### config.mk
export PLATFORM = sky130hd
export DESIGN_NAME = fetch_unit
export DESIGN_NICKNAME = d
export VERILOG_FILES = /design/src/rtl/if_pkg.sv /design/src/rtl/fetch_fifo.sv /design/src/rtl/fetch_unit.sv
export SDC_FILE = /design/constraint.sdc
export NUM_CORES = 1
export LEC_CHECK = 0
export ABC_AREA = 1
export CORE_AREA = 4 4 177 136
export CTS_CLUSTER_SIZE = 30
export DETAILED_ROUTE_END_ITERATION = 12
export DIE_AREA = 0 0 181 140
export PLACE_DENSITY = 0.79
export SKIP_CTS_REPAIR_TIMING = 1
export SLEW_MARGIN = 15
export SYNTH_ARGS = -nofsm -noshare
export SYNTH_HDL_FRONTEND = slang
export SYNTH_SLANG_ARGS = --single-unit
### constraint.sdc
create_clock -name CLOCK -period 5.1 [get_ports CLOCK]
set_input_delay 0.51 -clock CLOCK [delete_from_list [all_inputs] [get_ports CLOCK]]
set_output_delay 0.51 -clock CLOCK [all_outputs]
set_load 0.05 [all_outputs]
### src/rtl/if_pkg.sv
// Shared types and constants for the instruction-fetch stage.
package if_pkg;

   localparam logic [31:0] RESET_PC_DEFAULT = 32'h0040_0000;
   localparam logic [31:0] NOP_INSTR        = 32'h0000_0000;

   // One fetched word together with the address of the following instruction.
   typedef struct packed {
      logic [31:0] instr;
      logic [31:0] pc4;
   } fetch_entry_t;

   typedef enum logic {
      RUN,
      WAIT_DS
   } redirect_state_t;

endpackage

### src/rtl/fetch_fifo.sv
// Small synchronous FIFO of fetch entries with occupancy count and flush.
module fetch_fifo
   import if_pkg::*;
#(
   parameter int unsigned DEPTH = 2,
   localparam int unsigned CNT_W = $clog2(DEPTH + 1),
   localparam int unsigned PTR_W = (DEPTH > 1) ? $clog2(DEPTH) : 1
) (
   input  logic               clk,
   input  logic               rst_n,
   input  logic               flush,
   input  logic               push,
   input  fetch_entry_t       wdata,
   input  logic               pop,
   output fetch_entry_t       rdata,
   output logic [CNT_W-1:0]   count
);

   fetch_entry_t mem [DEPTH];
   logic [PTR_W-1:0] rd_q, wr_q;
   logic [CNT_W-1:0] cnt_q;
   logic             do_push, do_pop;

   function automatic logic [PTR_W-1:0] ptr_inc(input logic [PTR_W-1:0] p);
      return (p == PTR_W'(DEPTH - 1)) ? '0 : p + 1'b1;
   endfunction

   // A push into a full FIFO is allowed only when the head leaves in the same cycle.
   always_comb begin
      do_pop  = pop && (cnt_q != '0);
      do_push = push && ((cnt_q != CNT_W'(DEPTH)) || do_pop);
   end

   // Pointer and occupancy state; flush empties the FIFO.
   always_ff @(posedge clk or negedge rst_n) begin
      if (!rst_n) begin
         rd_q  <= '0;
         wr_q  <= '0;
         cnt_q <= '0;
      end else if (flush) begin
         rd_q  <= '0;
         wr_q  <= '0;
         cnt_q <= '0;
      end else begin
         if (do_push) wr_q <= ptr_inc(wr_q);
         if (do_pop)  rd_q <= ptr_inc(rd_q);
         cnt_q <= cnt_q + CNT_W'(do_push) - CNT_W'(do_pop);
      end
   end

   // Storage array; contents are only meaningful below the occupancy count.
   always_ff @(posedge clk) begin
      if (do_push && !flush) mem[wr_q] <= wdata;
   end

   assign rdata = mem[rd_q];
   assign count = cnt_q;

endmodule

### src/rtl/fetch_unit.sv
// Instruction fetch: owns the PC, issues credit-limited req/gnt fetches, buffers returned
// words with PC+4 and handles decode redirects with an optional single delay slot.
module fetch_unit
   import if_pkg::*;
#(
   parameter logic [31:0] RESET_PC   = RESET_PC_DEFAULT,
   parameter int unsigned BUF_DEPTH  = 2,
   parameter int unsigned DELAY_SLOT = 1
) (
   input  logic        CLOCK,
   input  logic        RESET,
   input  logic        Stall_IN,
   input  logic [31:0] AltPC_IN,
   input  logic        AltPCEnable_IN,
   output logic        IMemReq_OUT,
   output logic [31:0] IMemAddr_OUT,
   input  logic        IMemGnt_IN,
   input  logic [31:0] IMemRdata_IN,
   input  logic        IMemRvalid_IN,
   output logic [31:0] Instruction_OUT,
   output logic [31:0] InstructionAddressPlus4_OUT,
   output logic        Valid_OUT
);

   localparam int unsigned        CNT_W     = $clog2(BUF_DEPTH + 1);
   localparam int unsigned        SUM_W     = CNT_W + 1;
   localparam logic [SUM_W-1:0]   DEPTH_SUM = SUM_W'(BUF_DEPTH);
   localparam logic               KEEP_DS   = (DELAY_SLOT != 0);

   redirect_state_t state_q, state_d;
   logic [31:0]     pc_q, pc_d, alt_q, alt_d;
   logic            hold_q, hold_d;
   logic            kill_next_q, kill_next_d;
   // Per in-flight slot (0 = oldest) flag: response is to be discarded. This is the drop
   // count kept positionally, so a kept response behind dropped ones is never lost.
   logic [BUF_DEPTH-1:0] kill_q, kill_d, kill_v;

   logic [CNT_W-1:0] buf_count, fly_count;
   fetch_entry_t     buf_head, fly_head, buf_wdata, fly_wdata;
   logic             buf_push, buf_pop, buf_flush;

   logic req, grant, accept;
   logic keep_buf, keep_fly, keep_grant, any_live, grant_live, grant_kill, s_empty;
   int   keep_idx, gidx;
   logic unused_fly_instr;

   fetch_fifo #(.DEPTH(BUF_DEPTH)) u_ibuf (
      .clk   (CLOCK),
      .rst_n (RESET),
      .flush (buf_flush),
      .push  (buf_push),
      .wdata (buf_wdata),
      .pop   (buf_pop),
      .rdata (buf_head),
      .count (buf_count)
   );

   fetch_fifo #(.DEPTH(BUF_DEPTH)) u_addrq (
      .clk   (CLOCK),
      .rst_n (RESET),
      .flush (1'b0),
      .push  (grant),
      .wdata (fly_wdata),
      .pop   (IMemRvalid_IN),
      .rdata (fly_head),
      .count (fly_count)
   );

   assign unused_fly_instr = ^fly_head.instr;

   // Credits, handshake and redirect classification: which item of S survives a redirect.
   always_comb begin
      req        = ((SUM_W'(buf_count) + SUM_W'(fly_count)) < DEPTH_SUM) || hold_q;
      grant      = req && IMemGnt_IN;
      accept     = AltPCEnable_IN && !Stall_IN;
      keep_buf   = KEEP_DS && (buf_count != '0);
      any_live   = 1'b0;
      keep_idx   = 0;
      for (int i = BUF_DEPTH - 1; i >= 0; i--) begin
         if ((CNT_W'(i) < fly_count) && !kill_q[i]) begin
            any_live = 1'b1;
            keep_idx = i;
         end
      end
      keep_fly   = KEEP_DS && !keep_buf && any_live;
      grant_live = grant && !kill_next_q;
      keep_grant = KEEP_DS && (buf_count == '0) && !any_live && grant_live;
      s_empty    = (buf_count == '0) && !any_live && !grant_live;
      kill_v     = kill_q;
      if (accept) begin
         for (int i = 0; i < BUF_DEPTH; i++) begin
            if ((CNT_W'(i) < fly_count) && !(keep_fly && (i == keep_idx))) kill_v[i] = 1'b1;
         end
      end
      grant_kill = kill_next_q || (accept && !keep_grant);
   end

   // Next-state: PC, pending redirect FSM, drop flags and buffer controls.
   always_comb begin
      state_d     = state_q;
      pc_d        = pc_q;
      alt_d       = alt_q;
      kill_next_d = kill_next_q;
      hold_d      = req && !IMemGnt_IN;

      if (grant) begin
         if (accept)                                pc_d = AltPC_IN;
         else if (kill_next_q || state_q == WAIT_DS) pc_d = alt_q;
         else                                       pc_d = pc_q + 32'd4;
         kill_next_d = 1'b0;
         state_d     = RUN;
      end else if (accept) begin
         if (KEEP_DS && s_empty && !kill_next_q) begin
            // The next sequential request becomes the delay slot.
            state_d = WAIT_DS;
            alt_d   = AltPC_IN;
         end else if (req) begin
            // The shown request cannot be withdrawn; drop it and redirect after its grant.
            kill_next_d = 1'b1;
            alt_d       = AltPC_IN;
         end else begin
            pc_d = AltPC_IN;
         end
      end

      kill_d = IMemRvalid_IN ? (kill_v >> 1) : kill_v;
      gidx   = int'(fly_count) - (IMemRvalid_IN ? 1 : 0);
      if (grant) begin
         for (int i = 0; i < BUF_DEPTH; i++) begin
            if (i == gidx) kill_d[i] = grant_kill;
         end
      end

      buf_push        = IMemRvalid_IN && !kill_v[0];
      buf_wdata.instr = IMemRdata_IN;
      buf_wdata.pc4   = fly_head.pc4;
      buf_pop         = (buf_count != '0) && !Stall_IN;
      buf_flush       = accept && (!KEEP_DS || keep_buf);
      fly_wdata.instr = pc_q;
      fly_wdata.pc4   = pc_q + 32'd4;
   end

   // Pending-redirect state register.
   always_ff @(posedge CLOCK or negedge RESET) begin
      if (!RESET) state_q <= RUN;
      else        state_q <= state_d;
   end

   // PC, latched target, handshake hold and drop bookkeeping.
   always_ff @(posedge CLOCK or negedge RESET) begin
      if (!RESET) begin
         pc_q        <= RESET_PC;
         alt_q       <= '0;
         hold_q      <= 1'b0;
         kill_next_q <= 1'b0;
         kill_q      <= '0;
      end else begin
         pc_q        <= pc_d;
         alt_q       <= alt_d;
         hold_q      <= hold_d;
         kill_next_q <= kill_next_d;
         kill_q      <= kill_d;
      end
   end

   // Outputs; the head is replaced by a NOP with zero PC+4 when the buffer is empty.
   always_comb begin
      IMemReq_OUT                 = RESET && req;
      IMemAddr_OUT                = pc_q;
      Valid_OUT                   = (buf_count != '0);
      Instruction_OUT             = NOP_INSTR;
      InstructionAddressPlus4_OUT = 32'h0;
      if (buf_count != '0) begin
         Instruction_OUT             = buf_head.instr;
         InstructionAddressPlus4_OUT = buf_head.pc4;
      end
   end

endmodule

==> results of run 1 <==
-- state kept, by name (all words and copies together) (netlist names) --
signal and flops:
u_ibuf.count 2, u_addrq.wr_q 1, hold_q 1, state_q 1, u_addrq.mem 64, IMemAddr_OUT 32
u_ibuf.mem 128, kill_next_q 1, u_ibuf.rd_q 1, u_addrq.rd_q 1, u_ibuf.wr_q 1, alt_q 32
u_addrq.count 2, kill_q 2
-- power groups by stage --
| stage | combinational (mW) | clock [mW] | sequential [mW] |
|---|---|---|---|
| floorplan | 3.88 | 0 | 3.59 |
| global placement | 5.21 | 0 | 3.68 |
| detailed placement | 5.30 | 0 | 3.70 |
| CTS | 5.33 | 1.87 | 3.66 |
| global route | 5.77 | 1.96 | 3.74 |
| finish | 5.33 | 1.83 | 3.67 |
-- per-layer routing --
metal / GRT usage / part of all wire / vias up
li1: - / - / 4394
met1: 0.342 / 0.47 / 4182
met2: 0.331 / 0.43 / 411
met3: 0.0371 / 0.096 / 28
met4: 0.0332 / 0.011 / 0
met5: 0 / 0 / -
-- path summary, 6_finish.rpt --
| path | slack (ps) | start | cells past startpoint | to |
|---|---|---|---|---|
| max | 1570 | u_ibuf.rd_q$_DFFE_PN0P_ | 5 | InstructionAddressPlus4_OUT[9] |
| min | 450 | RESET | 2 | alt_q[31]$_DFFE_PN0P_ |
| max reg2reg | 2220 | u_ibuf.count[1]$_DFF_PN0_ | 9 | alt_q[15]$_DFFE_PN0P_ |
| min reg2reg | 470 | alt_q[7]$_DFFE_PN0P_ | 2 | alt_q[7]$_DFFE_PN0P_ |
| max in group asynchronous | 3650 | RESET | 3 | alt_q[14]$_DFFE_PN0P_ |
| min in group CLOCK | 470 | alt_q[7]$_DFFE_PN0P_ | 2 | alt_q[7]$_DFFE_PN0P_ |
-- stage by stage --
step / total power [mW] / setup WS (ps) / hold WS (ps)
after floorplan: 7.47 / 703 / 214
after global placement: 8.89 / 1800 / 451
after detailed placement: 9.00 / 1710 / 457
after CTS: 10.9 / 1500 / -97.1
after global routing: 11.5 / 1370 / 467
final: 10.8 / 1570 / 446
-- cells by family (layout without fill, tap and decap cells) --
kind of cell	Yosys count	count (layout)
buffers and inverters	184	334
adders and majority gates	7	7
AOI/OAI and AO/OA	183	183
xor gates and xnor gates	10	10
DFF	269	269
and+or+nand+nor	620	620
-- layout by cell type (no fill, tap or decap), types with 2 or more instances in the layout --
master,count
clkbuf_16,27
a21oi_2,5
nand3_1,38
a21boi_0,10
nor2_2,4
clkinv_2,7
buf_4,16
inv_2,5
clkinvlp_4,2
o21ai_0,57
clkdlybuf4s50_1,166
clkinv_1,5
xor2_1,4
o31ai_1,2
nor2_4,7
edfxtp_1,192
xnor2_1,6
dfrtp_1,75
a21oi_1,102
inv_1,96
ha_1,6
nand2_1,439
clkbuf_1,6
nor2_1,124
nand2_2,2
nand3_2,2
-- layout make-up --
type | instances | share of cell area
Clock buffer | 33 | 0.0475
Clock inverter | 17 | 0.00868
Inverter | 101 | 0.0258
Multi-Input combinational cell | 820 | 0.247
Sequential cell | 269 | 0.523
Tap cell | 300 | 0.0255
Timing Repair Buffer | 183 | 0.122
==> impl_results.md, run 1 <==
* Share of layout cells above drive strength 1 at 0.0590
* Layout Skew at 11.1 ps
* Syn. warnings at 0
* Crit share post-route at 0.692
* Max_cap viols at 0
* Chip height at 140 µm
* H-tree depth at 1
* CP required at 4590 ps
* Ys flop type: edfxtp_1
* Post-synthesis compound-gate area fraction at 0.0810
* Dpl cells at 1672
* Finished Core Util at 0.653
* Period minus WS final at 3530 ps
* DRC violations left at 0
* Sw Share at 0.461
* Worst path slowest cell: clkdlybuf4s50_1
* Count leader, synth: nand2_1
* # IOs at 168
* Mapped Area at 12200 µm²
* Die width at 181 µm
* HPWL after detailed placement at 19400 µm
* HP Class: in2async
* Rows at 48
* Endpoints failing hold at 0
* Placer congestion estimate at 0.933
* Synth unique cells at 37
* Vias at 9015
* Biggest area consumer among synthesized cells: edfxtp_1
* Skew-Pair Late Insertion Delay at 540 ps
* 1st-pass router iterations at 5
* Cell family with most CP delay: buffers and inverters
* Share of synthesized flip-flops with an asynchronous set or reset at 0.286
* Post-synth top cells: nand2_1, edfxtp_1, nor2_1
* Non-Filler Instances at 1723
* Gr usage total at 0.218
* Post-Synth XOR/XNOR Area at 0.00720
* Area of the multi-input gates at 3640 µm²
* Int Power at 5.84 mW
* Core area at 22500 µm²
* Synth area leaders: edfxtp_1, dfrtp_1, nand2_1, a21oi_1, nor2_1
* Die ar. at 25300 µm²
* Total global routing overflow at 0
* Maximum VDD drop at 0.437 mV
* Max frequency at 0.283 GHz
* Post-route cell area at 14700 µm²
* Wire per inst at 16.5 µm
* Relative slew margins at 0.272
* Final TNS setup at 0 ps
* Synth top area share at 0.474
* Via/cell ratio at 5.23
* Largest stage delay, worst path at 860 ps
* Placed cell area at 13900 µm²
* Reg area at 7690 µm²
* Status: finished clean
* Post-synthesis simple-gate area fraction at 0.201
* Clock share of power at 0.169
* Initial Utilization at 0.540
* Critical Path Start Type: flip-flop
* Worst-path maximum fanout at 46
* Diodes inserted at 0
* Crit Path Class: reg2out
* Vias in the first global route at 8386
* Synthesized Nets at 1350
* Worst Tran Pin Value at 1090 ps
* Fillers at 1759
* Nets at 1479
* Drt total wl at 28400 µm
* PortBufs at 167
* Pwr Density at 736 nW/µm²
* Mux cell area share after synthesis at 0
* CP bufs+invs at 3
* Setup violators final at 0
* Initial DRC Count at 1140
* Post-route ant nets at 0
* Critical-path cell list: inv_2, buf_4, nand2_1, a21oi_1, clkdlybuf4s50_1
* RSZ-0062 raised after global routing: no
* Buffer depth of the longest clock path at 3
* Largest family of logic cells by synthesized area: simple AND/OR/NAND/NOR gates
* Number of antenna violations at the first check in global routing at 0
* First-pass GRT wire length at 44700 µm
* Clk sinks at 269
* Synth Instances at 1273
* Clock root cell: clkbuf_16
* Synth Area in Adders at 0.00782
* Num CTS Buffers at 27
* Clock-pin slew on the worst setup and hold paths at 60 ps
* Synthesized flop and latch total at 269
* TritonCTS clock tree: yes
* P_sw at 4.99 mW
* Worst Path Arrival at 3020 ps
* Comb pwr share at 0.492
* P&R area growth vs syn at 20.9%
* LEAKAGE at 6.14 nW
* CP endpoint kind: primary output
* Mean Syn Cell Area at 9.56 µm²
* Sequential element share of the synthesized area at 0.632
* Pin count of the biggest net entering global routing at 66
* Slew Limit Fails at 0
* Number of synthesized flops with an enable pin at 192
* Reg power frac at 0.339
(Power assumes the default switching activity.)
==> run 2: changes to the inputs <==
Settings changed: CORE_AREA 4 4 177 136 to 4 4 186 143, DIE_AREA 0 0 181 140 to 0 0 190 147, PLACE_DENSITY 0.79 to 0.76.
Clock period 5.1 ns to 3.2 ns, I/O delays scaled along.
==> impl_results.md, run 2 (synthesized netlist as in run 1, its figures left out) <==
* # IOs at 168 (unchanged)
* Relative slew margins at 0.280 (+0.00836)
* R2R Setup Slk at 590 ps (-1630 ps)
* Maximum VDD drop at 0.552 mV (+26%)
* Cell family with most CP delay: buffers and inverters
* Number of antenna violations at the first check in global routing at 0 (unchanged)
* Pwr Density at 1190 nW/µm² (+61%)
* Non-Filler Instances at 1762 (+2.3%)
* Worst path slowest cell: clkdlybuf4s50_1
* Critical Path Start Type: flip-flop
* CP required at 2880 ps (-1710 ps)
* Worst Tran Pin Value at 1080 ps (-8.69 ps)
* Rows at 50 (+4.2%)
* Largest stage delay, worst path at 840 ps (-20 ps)
* Pin count of the biggest net entering global routing at 65 (-1.5%)
* Core area at 24700 µm² (+9.7%)
* DRC violations left at 0 (unchanged)
* Initial Utilization at 0.492 (-0.0479)
* Max frequency at 0.332 GHz
* Nets at 1480 (+0.068%)
* Post-route ant nets at 0 (unchanged)
* HPWL after detailed placement at 19300 µm (-0.42%)
* Layout Skew at 8.59 ps (-2.56 ps)
* Dpl cells at 1711 (+2.3%)
* Post-route cell area at 14800 µm² (+0.72%)
* Placed cell area at 13900 µm² (about the same)
* Initial DRC Count at 785 (-31%)
* Buffer depth of the longest clock path at 3 (unchanged)
* TritonCTS clock tree: yes
* Skew-Pair Late Insertion Delay at 540 ps (about the same)
* First-pass GRT wire length at 45400 µm (+1.6%)
* Endpoints failing hold at 0 (unchanged)
* Clock-pin slew on the worst setup and hold paths at 60 ps (about the same)
* LEAKAGE at 6.26 nW (+1.9%)
* Slew Limit Fails at 0 (unchanged)
* Die ar. at 27900 µm² (+10%)
* CP endpoint kind: primary output
* RSZ-0062 raised after global routing: no
* Vias in the first global route at 8208 (-2.1%)
* Gr usage total at 0.201 (-0.0166)
* 1st-pass router iterations at 5 (unchanged)
* Largest reg by FF count: u_ibuf.mem
* Chip height at 147 µm (+5.0%)
* Max reg flops at 128 (unchanged)
* Commonest non-fill, non-tap cell in the layout: nand2_1
* Max_cap viols at 0 (unchanged)
* Clk sinks at 269 (unchanged)
* HP Class: in2reg
* Commonest cells after routing, fill and taps aside: nand2_1, edfxtp_1, clkdlybuf4s50_1, nor2_1, a21oi_1
* PortBufs at 167 (unchanged)
* Worst Path Arrival at 2690 ps (-330 ps)
* Crit share post-route at 0.942
* Diodes inserted at 0 (unchanged)
* CP bufs+invs at 2 (-1)
* Vias at 8924 (-1.0%)
* Die width at 190 µm (+5.0%)
* Clock root cell: clkbuf_16
* Placer congestion estimate at 0.901 (-3.5%)
* Critical-path cell list: buf_4, nand2_1, a21oi_1, clkdlybuf4s50_1
* Num CTS Buffers at 27 (unchanged)
* Total global routing overflow at 0 (unchanged)
* Via/cell ratio at 5.06 (-3.2%)
* Final TNS setup at 0 ps (unchanged)
* Drt total wl at 28800 µm (+1.4%)
* Setup violators final at 0 (unchanged)
* Worst-path maximum fanout at 64 (+39%)
* P&R area growth vs syn at 21.8%
* Crit Path Class: reg2out
* Status: finished clean
* Total power at 17.6 mW (+62%)
* Period minus WS final at 3010 ps
* Share of layout cells above drive strength 1 at 0.0836 (+0.0245)
* Wire per inst at 16.4 µm (-0.87%)
* Top Registers: u_ibuf.mem (128), u_addrq.mem (64)
* H-tree depth at 1 (unchanged)
[run 2: changes by cell type in the layout (fill, tap and decap cells not counted), moves of 2 or more]
| cell | previous run | this run |
|---|---|---|
| clkdlybuf4s50_1 | 166 | 134 |
| clkinvlp_4 | 2 | 0 |
| buf_4 | 16 | 46 |
| clkbuf_1 | 6 | 4 |
| buf_12 | 0 | 3 |
| bufinv_16 | 1 | 5 |
[run 2: tightest hold or removal path, stage by stage]
cell             delay, ps
clkdlybuf4s50_1        390
inv_1                   60
o21ai_0                 70
[run 2: area by class of cell]
| cell class | instances | area, µm² |
|---|---|---|
| repair buffers | 184 | 1760 |
| inverters | 101 | 379 |
| well taps | 338 | 423 |
| fillers | 2039 | 9900 |
| clock inverters | 19 | 229 |
| flip-flops and latches | 269 | 7690 |
| clock buffers | 31 | 691 |
| multi-input cells | 820 | 3640 |
[run 2: through the flow]
stage	hold slack, ps	utilization	setup slack [ps]
after CTS	-136	0.599	156
after global placement	431	0.562	708
after floorplan	24.4	-	470
after global routing	338	0.599	39.7
after detailed placement	435	0.562	668
final	349	0.599	187
[run 2: where the power goes]
group	internal [mW]	switching, mW	leakage (nW)
clock network	1.96	1.29	0.457
logic	2.40	6.03	3.11
registers	5.22	0.698	2.69
[run 2: worst paths after layout]
path                       depth (start not counted)                       from                            to
setup / recovery                                   4    u_ibuf.rd_q$_DFFE_PN0P_           Instruction_OUT[20]
max in group asynchronous                          4                      RESET       u_ibuf.rd_q$_DFFE_PN0P_
setup reg to reg                                   9  u_ibuf.count[1]$_DFF_PN0_  IMemAddr_OUT[15]$_DFFE_PN0P_
hold / removal                                     3               AltPC_IN[24]         alt_q[24]$_DFFE_PN0P_
hold reg to reg                                    2       alt_q[7]$_DFFE_PN0P_          alt_q[7]$_DFFE_PN0P_
min in group asynchronous                          3                      RESET         alt_q[25]$_DFFE_PN0P_
[run 2: layer usage]
layer | wire length (µm) | GRT usage | up-vias
li1 | - | - | 4384
met1 | 13600 | 0.323 | 4146
met2 | 12200 | 0.287 | 356
met3 | 2630 | 0.0413 | 38
met4 | 424 | 0.0358 | 0
met5 | 0 | 0 | -
